$ cat src/rtl/tx_symbol_serializer_pkg.sv
//------------------------------------------------------------------------------
// Module   : tx_symbol_serializer_pkg
// Purpose  : Shared constants and state encoding for the 8b/10b TX serializer.
// Revision : 1.0
//------------------------------------------------------------------------------
`default_nettype none

package tx_symbol_serializer_pkg;

    localparam int         SYMBOL_SIZE = 10;
    localparam logic [9:0] K285_RDN    = 10'h17C;
    localparam logic [9:0] K285_RDP    = 10'h283;

    typedef enum logic [0:0] {
        ST_IDLE = 1'b0,
        ST_RUN  = 1'b1
    } tx_state_e;

endpackage

`default_nettype wire

$ cat src/rtl/tx_symbol_serializer_ones_count10.sv
//------------------------------------------------------------------------------
// Module   : ones_count10
// Purpose  : Combinational popcount of a 10-bit symbol (result 0..10).
// Revision : 1.0
//------------------------------------------------------------------------------
`default_nettype none

module ones_count10 (
    input  logic [9:0] i_data,
    output logic [3:0] o_count
);

    always_comb begin
        o_count = 4'd0;
        for (int i = 0; i < 10; i++) begin
            o_count = o_count + {3'd0, i_data[i]};
        end
    end

endmodule

`default_nettype wire

$ cat src/rtl/tx_symbol_serializer.sv
//------------------------------------------------------------------------------
// Module   : tx_symbol_serializer
// Purpose  : Serializes 10-bit symbols LSB first, inserting K28.5 commas when
//            no data is offered. Optional disparity check: TX_DISP_CHECK_EN.
// Revision : 1.0
//------------------------------------------------------------------------------
`default_nettype none

module tx_symbol_serializer
    import tx_symbol_serializer_pkg::*;
#(
    parameter int SIZE = 10
) (
    input  logic            TRANSCLK,
    input  logic            RESET,
    input  logic [SIZE-1:0] data_in,
    input  logic            data_valid,
    output logic            data_ready,
    input  logic            TXIDLE_REQ,
    output logic            data_out,
    output logic            TXIDLE,
    output logic            SYMBOL_CLK,
    output logic            DISP_ERR
);

    generate
        if (SIZE != SYMBOL_SIZE) begin : g_size_check
            $error("tx_symbol_serializer: SIZE must be 10");
        end
    endgenerate

    tx_state_e  state_q, state_d;
    logic [3:0] bit_cnt_q, bit_cnt_d;
    logic [9:0] shreg_q, shreg_d;
    logic       rd_q, rd_d;          // 1 = positive running disparity
    logic       data_out_q, data_out_d;
    logic       txidle_q, txidle_d;
    logic       symclk_q, symclk_d;

    logic       load_slot;
    logic [9:0] sym_sel;
    logic [3:0] sym_ones;

    assign load_slot  = !TXIDLE_REQ && ((state_q == ST_IDLE) || (bit_cnt_q == 4'd9));
    assign data_ready = load_slot;
    assign sym_sel    = data_valid ? data_in : (rd_q ? K285_RDP : K285_RDN);

    ones_count10 u_ones (
        .i_data  (sym_sel),
        .o_count (sym_ones)
    );

    always_comb begin
        state_d    = state_q;
        bit_cnt_d  = bit_cnt_q;
        shreg_d    = shreg_q;
        rd_d       = rd_q;
        data_out_d = data_out_q;
        txidle_d   = txidle_q;
        symclk_d   = 1'b0;

        if (load_slot) begin
            // Bit 0 goes straight to the output flop; the rest waits in shreg.
            state_d    = ST_RUN;
            bit_cnt_d  = 4'd0;
            shreg_d    = {1'b0, sym_sel[9:1]};
            data_out_d = sym_sel[0];
            txidle_d   = 1'b0;
            symclk_d   = 1'b1;
            if (sym_ones > 4'd5) begin
                rd_d = 1'b1;
            end else if (sym_ones < 4'd5) begin
                rd_d = 1'b0;
            end
        end else if (state_q == ST_IDLE || bit_cnt_q == 4'd9) begin
            state_d    = ST_IDLE;
            bit_cnt_d  = 4'd0;
            data_out_d = 1'b0;
            txidle_d   = 1'b1;
        end else begin
            bit_cnt_d  = bit_cnt_q + 4'd1;
            shreg_d    = {1'b0, shreg_q[9:1]};
            data_out_d = shreg_q[0];
        end
    end

`ifdef TX_DISP_CHECK_EN
    logic disp_err_q, disp_err_d;

    always_comb begin
        disp_err_d = 1'b0;
        if (load_slot && data_valid) begin
            disp_err_d = (sym_ones < 4'd4) || (sym_ones > 4'd6) ||
                         ((sym_ones == 4'd6) && rd_q) ||
                         ((sym_ones == 4'd4) && !rd_q);
        end
    end

    assign DISP_ERR = disp_err_q;
`else
    assign DISP_ERR = 1'b0;
`endif

    always_ff @(posedge TRANSCLK or posedge RESET) begin
        if (RESET) begin
            state_q    <= ST_IDLE;
            bit_cnt_q  <= 4'd0;
            shreg_q    <= 10'd0;
            rd_q       <= 1'b0;
            data_out_q <= 1'b0;
            txidle_q   <= 1'b1;
            symclk_q   <= 1'b0;
`ifdef TX_DISP_CHECK_EN
            disp_err_q <= 1'b0;
`endif
        end else begin
            state_q    <= state_d;
            bit_cnt_q  <= bit_cnt_d;
            shreg_q    <= shreg_d;
            rd_q       <= rd_d;
            data_out_q <= data_out_d;
            txidle_q   <= txidle_d;
            symclk_q   <= symclk_d;
`ifdef TX_DISP_CHECK_EN
            disp_err_q <= disp_err_d;
`endif
        end
    end

    assign data_out   = data_out_q;
    assign TXIDLE     = txidle_q;
    assign SYMBOL_CLK = symclk_q;

endmodule

`default_nettype wire

$ cat config.mk
export PLATFORM = sky130hd
export DESIGN_NAME = tx_symbol_serializer
export DESIGN_NICKNAME = d
export VERILOG_FILES = /design/src/rtl/tx_symbol_serializer_pkg.sv /design/src/rtl/tx_symbol_serializer_ones_count10.sv /design/src/rtl/tx_symbol_serializer.sv
export SDC_FILE = /design/constraint.sdc
export NUM_CORES = 1
export LEC_CHECK = 0
export ABC_CLOCK_PERIOD_IN_PS = 5500
export BUFFER_PORTS_ARGS = -buffer_cell sky130_fd_sc_hd__buf_2
export CORE_MARGIN = 2
export CORE_UTILIZATION = 55
export DETAILED_ROUTE_END_ITERATION = 7
export PLACE_DENSITY = 0.88
export REMOVE_ABC_BUFFERS = 1
export SETUP_SLACK_MARGIN = 0.5
export SLEW_MARGIN = 20
export SYNTH_ARGS = -nofsm -noshare
export SYNTH_HDL_FRONTEND = slang
export SYNTH_SLANG_ARGS = --single-unit
$ cat constraint.sdc
create_clock -name TRANSCLK -period 5.5 [get_ports TRANSCLK]
set_input_delay 1.375 -clock TRANSCLK [delete_from_list [all_inputs] [get_ports TRANSCLK]]
set_output_delay 1.375 -clock TRANSCLK [all_outputs]
set_load 0.05 [all_outputs]
==> summary.txt, run 1 <==
Status: finished, final reports clean
Psw: 0.0004049 W
Core Util, Final: 0.6344
Routed wire length per instance: 14.77 um
Largest cells by area after synthesis: dfrtp_1 (34%), fa_1 (9.7%), ha_1 (7.1%), mux2_4 (6.0%), inv_1 (4.5%)
Hold crit path type: flop to flop
Syn. warnings: 0
Worst path max stage delay: 530 ps
FF-to-FF setup slack: 1460 ps
DP Worst Slack: 271.2 ps
Hold Worst Slack: 499.1 ps
Internal Pwr Total: 0.0004769 W
Crit path max-delay family: adder cells
Vias/cell: 5.579
Post-synthesis cell type count: 33
CP dominant cell by count: fa_1
Crit path cell chain: clkbuf_4 > mux2_2 > ha_1 > fa_1 > inv_1 > fa_1 > fa_1 > inv_1 > fa_1 > inv_1 > fa_1 > xor2_2 > a221oi_2 > o32ai_2
# fillers: 195
Clock skew: 4.852 ps
Setup Viol. Count Final: 0
Fin crit share: 0.8826
Slew @ Worst Pin: 672.6 ps
Max-cap viol count: 0
Core ar.: 2170 um^2
Buf/Inv on CP: 4
Fraction of layout cells with a size suffix above 1: 0.2868
# port buffers: 17
GRT overflow: 0
Max layer used: met4
CP arrival: 5040 ps
CTS clk-pin slew, worst paths: 100 ps
Largest net degree at the start of global routing: 19
Register area share after synthesis: 0.3639
DIE WIDTH: 51.51 um
Final TNS setup: 0 ps
Syn Area/Cell: 10.26 um^2
RSZ-0062 raised after global routing: no
Final min period: 4854 ps
DP HPWL: 1813 um
H-tree Lvls: 1
Wl on met1: 1075 um
Worst path required time: 5690 ps
Initial antenna violation count: 0
First-pass GRT wire length: 3939 um
WL final: 2423 um
# hold bufs at CTS: 0
Post-synth top area share: 0.3427
Yosys reg bits: 18
Worst setup margin: 645.8 ps
WL met2: 1253 um
DR DRC count: 0
Async SR Flop Fraction: 1.000
CTS tree: yes
GRT Util Overall: 0.2050
Diode count: 0
Cts bufs inserted: 3
WS Path Type: input port to flop
FP Rows: 17
Gpl congestion: 0.8221
Mapped Area: 1241 um^2
Nets: 164
Commonest non-fill, non-tap cell in the layout: dfrtp_1
Metal3 WL: 49 um
Sequential power share: 0.259
Clk_lat worst skew: 310 ps
Final instance area: 1376 um^2
Crit path max-delay cell type: fa_1
Fin. max-slew vios: 0
Number of synthesized flops with an enable pin: 0
First-pass DRT Iterations: 4
Crit Path Max Fanout: 15
DRT iter0 DRCs: 23
Die span in y: 51.51 um
Switching Share: 0.4591
Vias in the first global route: 897
Via Count: 915
Placed instance area: 1314 um^2
Maximum vdd drop: 0.0006165 V
Largest buffer count on any clock path: 2
Combinational power share: 0.646
CP Capture Type: flop
I/O pin total: 19
Area delta synth->final: 10.89%
Commonest cells after routing, fill and taps aside: dfrtp_1 (17), buf_2 (16), inv_1 (15)
Leak Pwr: 0.7179 nW
Largest area contributor in the netlist: dfrtp_1
Die area: 2653 um^2
Final Hold Viols: 0
Remaining antenna violation count: 0
Clock root buffer: clkbuf_4
Clk network pwr share: 0.095
Max transition margin: 0.5511
Critical Path Start Type: input port
PwrDens: 640.7 nW/um^2
Initial core utilization: 0.5721
Fmax: 206.0 MHz
# clock sinks: 18
Cells after Synth: 121
Post-synth top flop: dfrtp_1
-- worst register-to-register path, cell delays in order (launching register included) --
cell and delay [ps]:
dfrtp_1 440, nor2b_1 200, a21oi_2 160, inv_1 60, ha_1 280, fa_1 480, inv_1 60, fa_1 530
fa_1 410, inv_1 80, fa_1 190, inv_1 60, fa_1 400, xor2_2 180, a221oi_2 270, o32ai_2 120
-- power by group through the flow --
stage | logic, W | clock network [W] | registers [W]
finish | 0.000569 | 0.0000842 | 0.000228
global route | 0.000641 | 0.0000857 | 0.000234
global placement | 0.000477 | 0 | 0.000225
floorplan | 0.000381 | 0 | 0.000250
CTS | 0.000515 | 0.0000836 | 0.000227
detailed placement | 0.000513 | 0 | 0.000229
-- state kept, by name, indices dropped and copies added, names as in the netlist --
name        count
state_q         1
shreg_q         9
bit_cnt_q       4
data_out        1
TXIDLE          1
SYMBOL_CLK      1
rd_q            1
-- stage by stage --
| step | power, W | instances |
|---|---|---|
| after global routing | 0.0009604 | 164 |
| final | 0.0008818 | 164 |
| after floorplan | 0.0006305 | 115 |
| after detailed placement | 0.0007415 | 160 |
| after global placement | 0.0007024 | 160 |
| after CTS | 0.0008254 | 164 |
-- path summary, 6_finish.rpt --
check,start,endpoint,cells after the start
worst max-delay path,data_valid,rd_q,14
worst min-delay path,TXIDLE,TXIDLE,2
worst max register to register,rd_q,rd_q,15
worst min register to register,TXIDLE,TXIDLE,2
max in group asynchronous,RESET,bit_cnt_q[3],2
min in group asynchronous,RESET,shreg_q[6],2
-- repair_timing --
| action | 4_1_cts | 5_1_grt |
|---|---|---|
| endpoints found under the setup margin | 0 | 1 |
| setup buffers | 0 | 0 |
| hold endpoints to repair | 0 | 0 |
| resized for setup | 0 | 5 |
-- cells in the mapped netlist (2+ instances only) --
library cell and number:
a221oi_1 2, o21ai_1 3, inv_1 15, fa_1 6
ha_1 7, a21oi_1 4, nand3_1 5, a31oi_1 6
buf_2 2, nor2b_1 7, mux2_4 5, nand2_1 11
buf_6 2, mux2_2 2, xor2_1 2, nor2_1 8
dfrtp_1 17, buf_4 2
-- logic make-up after synthesis --
kind of cell               Yosys count  share of synthesized area
and+or+nand+nor                     37                     0.1563
adders and majority gates           13                     0.1673
buffers and inverters               21                    0.08366
muxes                                8                    0.08669
xor gates and xnor gates             3                    0.02117
other                                1                   0.003021
AOI/OAI and AO/OA                   20                     0.1180
DFF                                 18                     0.3639
-- final cells by class --
type | count | area (um^2) | area share
multi-input cells | 82 | 709.4 | 0.5155
flip-flops and latches | 18 | 451.7 | 0.3282
repair buffers | 17 | 87.58 | 0.06364
inverters | 15 | 56.30 | 0.04091
clock buffers | 4 | 36.28 | 0.02636
well taps | 28 | 35.03 | 0.02545
-- layer usage --
| layer | track usage | up-vias |
|---|---|---|
| li1 | - | 426 |
| met1 | 0.2710 | 467 |
| met2 | 0.3312 | 17 |
| met3 | 0.01149 | 5 |
| met4 | 0.1272 | 0 |
| met5 | 0 | - |
No activity file was read; power rests on OpenSTA's default activity.
==> run 2: changes to the inputs <==
--- a/config.mk
+++ b/config.mk
@@ -5,12 +5,12 @@
 export SDC_FILE = /design/constraint.sdc
 export NUM_CORES = 1
 export LEC_CHECK = 0
-export ABC_CLOCK_PERIOD_IN_PS = 5500
-export BUFFER_PORTS_ARGS = -buffer_cell sky130_fd_sc_hd__buf_2
+export ABC_CLOCK_PERIOD_IN_PS = 4200
 export CORE_MARGIN = 2
 export CORE_UTILIZATION = 55
 export DETAILED_ROUTE_END_ITERATION = 7
-export PLACE_DENSITY = 0.88
+export DONT_BUFFER_PORTS = 1
+export PLACE_DENSITY = 0.83
 export REMOVE_ABC_BUFFERS = 1
 export SETUP_SLACK_MARGIN = 0.5
 export SLEW_MARGIN = 20
==> constraint.sdc (replaced) <==
create_clock -name TRANSCLK -period 4.2 [get_ports TRANSCLK]
set_input_delay 1.05 -clock TRANSCLK [delete_from_list [all_inputs] [get_ports TRANSCLK]]
set_output_delay 1.05 -clock TRANSCLK [all_outputs]
set_load 0.05 [all_outputs]
==> summary.txt, run 2 (synthesis results as in run 1) <==
Slew @ Worst Pin: 918.4 ps
Area delta synth->final: 6.754%
Cts bufs inserted: 3
Vias/cell: 5.653
DIE WIDTH: 51.51 um
I/O pin total: 19
R2R cell count: 15
Worst r2r dst: rd_q
Dpl cells: 146
Die area: 2653 um^2
First-pass GRT wire length: 4043 um
Most flop-heavy register: shreg_q
Leak Pwr: 0.6545 nW
H-tree Lvls: 1
Hold path cells: 1
# hold bufs at CTS: 0
CP dominant cell by count: fa_1
DRT iter0 DRCs: 33
Worst path max stage delay: 510 ps
Final Hold Viols: 0
# port buffers: 0
Fraction of layout cells with a size suffix above 1: 0.2541
Crit path cell chain: mux2_4 > ha_4 > fa_1 > inv_2 > fa_1 > fa_1 > inv_1 > fa_2 > inv_2 > fa_2 > xor2_2 > a221oi_2 > o32ai_2
Fin. max-slew vios: 0
Largest buffer count on any clock path: 2
Hold Worst Slack: 515.8 ps
Post-route non-filler standard cell count: 150
WL final: 2437 um
Core ar.: 2170 um^2
# clock sinks: 18
WHS Endpoint: bit_cnt_q[0]
FP Rows: 17
CTS tree: yes
Largest net degree at the start of global routing: 19
Clk_lat worst skew: 280 ps
Nets: 150
Number of flip-flops under the largest register name: 9
Total Power: 0.001181 W
Die span in y: 51.51 um
Remaining antenna violation count: 0
FF-to-FF setup slack: 320 ps
Commonest non-fill, non-tap cell in the layout: dfrtp_1
WS Path Type: input port to flop
Core Util, Final: 0.6107
DP HPWL: 1842 um
Crit path max-delay cell type: fa_1
Postcts setup bufs: 0
Initial antenna violation count: 0
Maximum vdd drop: 0.0007001 V
Critical Path Start Type: input port
Initial core utilization: 0.5721
CP Capture Type: flop
Hold_sp: bit_cnt_q[0]
Setup Viol. Count Final: 0
CTS clk-pin slew, worst paths: 100 ps
GRT Util Overall: 0.2050
Final TNS setup: 0 ps
CP arrival: 4290 ps
Fmax: 242.2 MHz
Worst path required time: 4360 ps
Final min period: 4129 ps
Crit Path Max Fanout: 15
Clock root buffer: clkbuf_4
RSZ-0062 raised after global routing: yes
GRT overflow: 0
Diode count: 0
PwrDens: 891.1 nW/um^2
Vias in the first global route: 888
Status: finished, final reports clean
Worst R2R Start: rd_q
Hold crit path type: flop to flop
Fin crit share: 0.9830
Routed wire length per instance: 16.25 um
DR DRC count: 0
Via Count: 848
First-pass DRT Iterations: 4
Gpl congestion: 0.8664
Max transition margin: 0.3855
Clock skew: 8.159 ps
Top flop regs: shreg_q (9), bit_cnt_q (4)
Commonest cells after routing, fill and taps aside: dfrtp_1 (17), inv_1 (12), nand2_1 (11)
Max-cap viol count: 0
[run 2: worst max-delay path: cells and delay by family]
| kind | cells | cell delay, ps |
|---|---|---|
| mux | 1 | 310 |
| compound gates | 2 | 370 |
| fa+ha+maj | 6 | 2210 |
| buf+inv | 3 | 160 |
| xor+xnor | 1 | 180 |
[run 2: how the worst max path moves through the flow]
stage          startpoint   end  slack, ps  cells past startpoint
2_1_floorplan  data_valid  rd_q       -240                     13
3_3_place_gp   data_valid  rd_q       -290                     13
3_5_place_dp   data_valid  rd_q       -410                     13
4_1_cts        data_valid  rd_q         90                     13
5_1_grt        data_valid  rd_q         10                     13
6_report       data_valid  rd_q         70                     13
[run 2: through the flow]
stage	cell area, um^2	setup WS (ps)
final	1325	71.21
after global routing	1325	14.00
after CTS	1314	85.93
after detailed placement	1251	-415.0
after global placement	1251	-286.4
after floorplan	1194	-240.5
[run 2: report_power, final]
part / leakage [nW] / total (W) / switching [W] / internal (W)
Sequential: 0.227 / 0.000341 / 0.0000943 / 0.000246
Clock: 0.0150 / 0.0000865 / 0.0000497 / 0.0000368
Combinational: 0.413 / 0.000754 / 0.000397 / 0.000356
Total: 0.655 / 0.00118 / 0.000541 / 0.000639
[run 2: what timing repair did]
action / in CTS / in global routing
endpoints found under the setup margin: 1 / 1
resized for setup: 7 / 5
cloned: 0 / 0
pin swaps: 2 / 0
[run 2: final cells by class]
cell class	count	area (um^2)
timing repair buffer	3	22.52
multi-input combinational	82	733.2
inverter	15	56.30
tap	28	35.03
clock buffer	4	26.28
sequential	18	451.7
fill	187	844.6
[run 2: layer usage]
layer	share of wire	vias to the layer above	global-route usage	wire, um
met3	0.039	6	0.01724	95
li1	-	403	-	-
met1	0.41	412	0.2620	1004
met4	0.036	0	0.1228	87
met5	0	-	0	0
met2	0.51	27	0.3397	1249
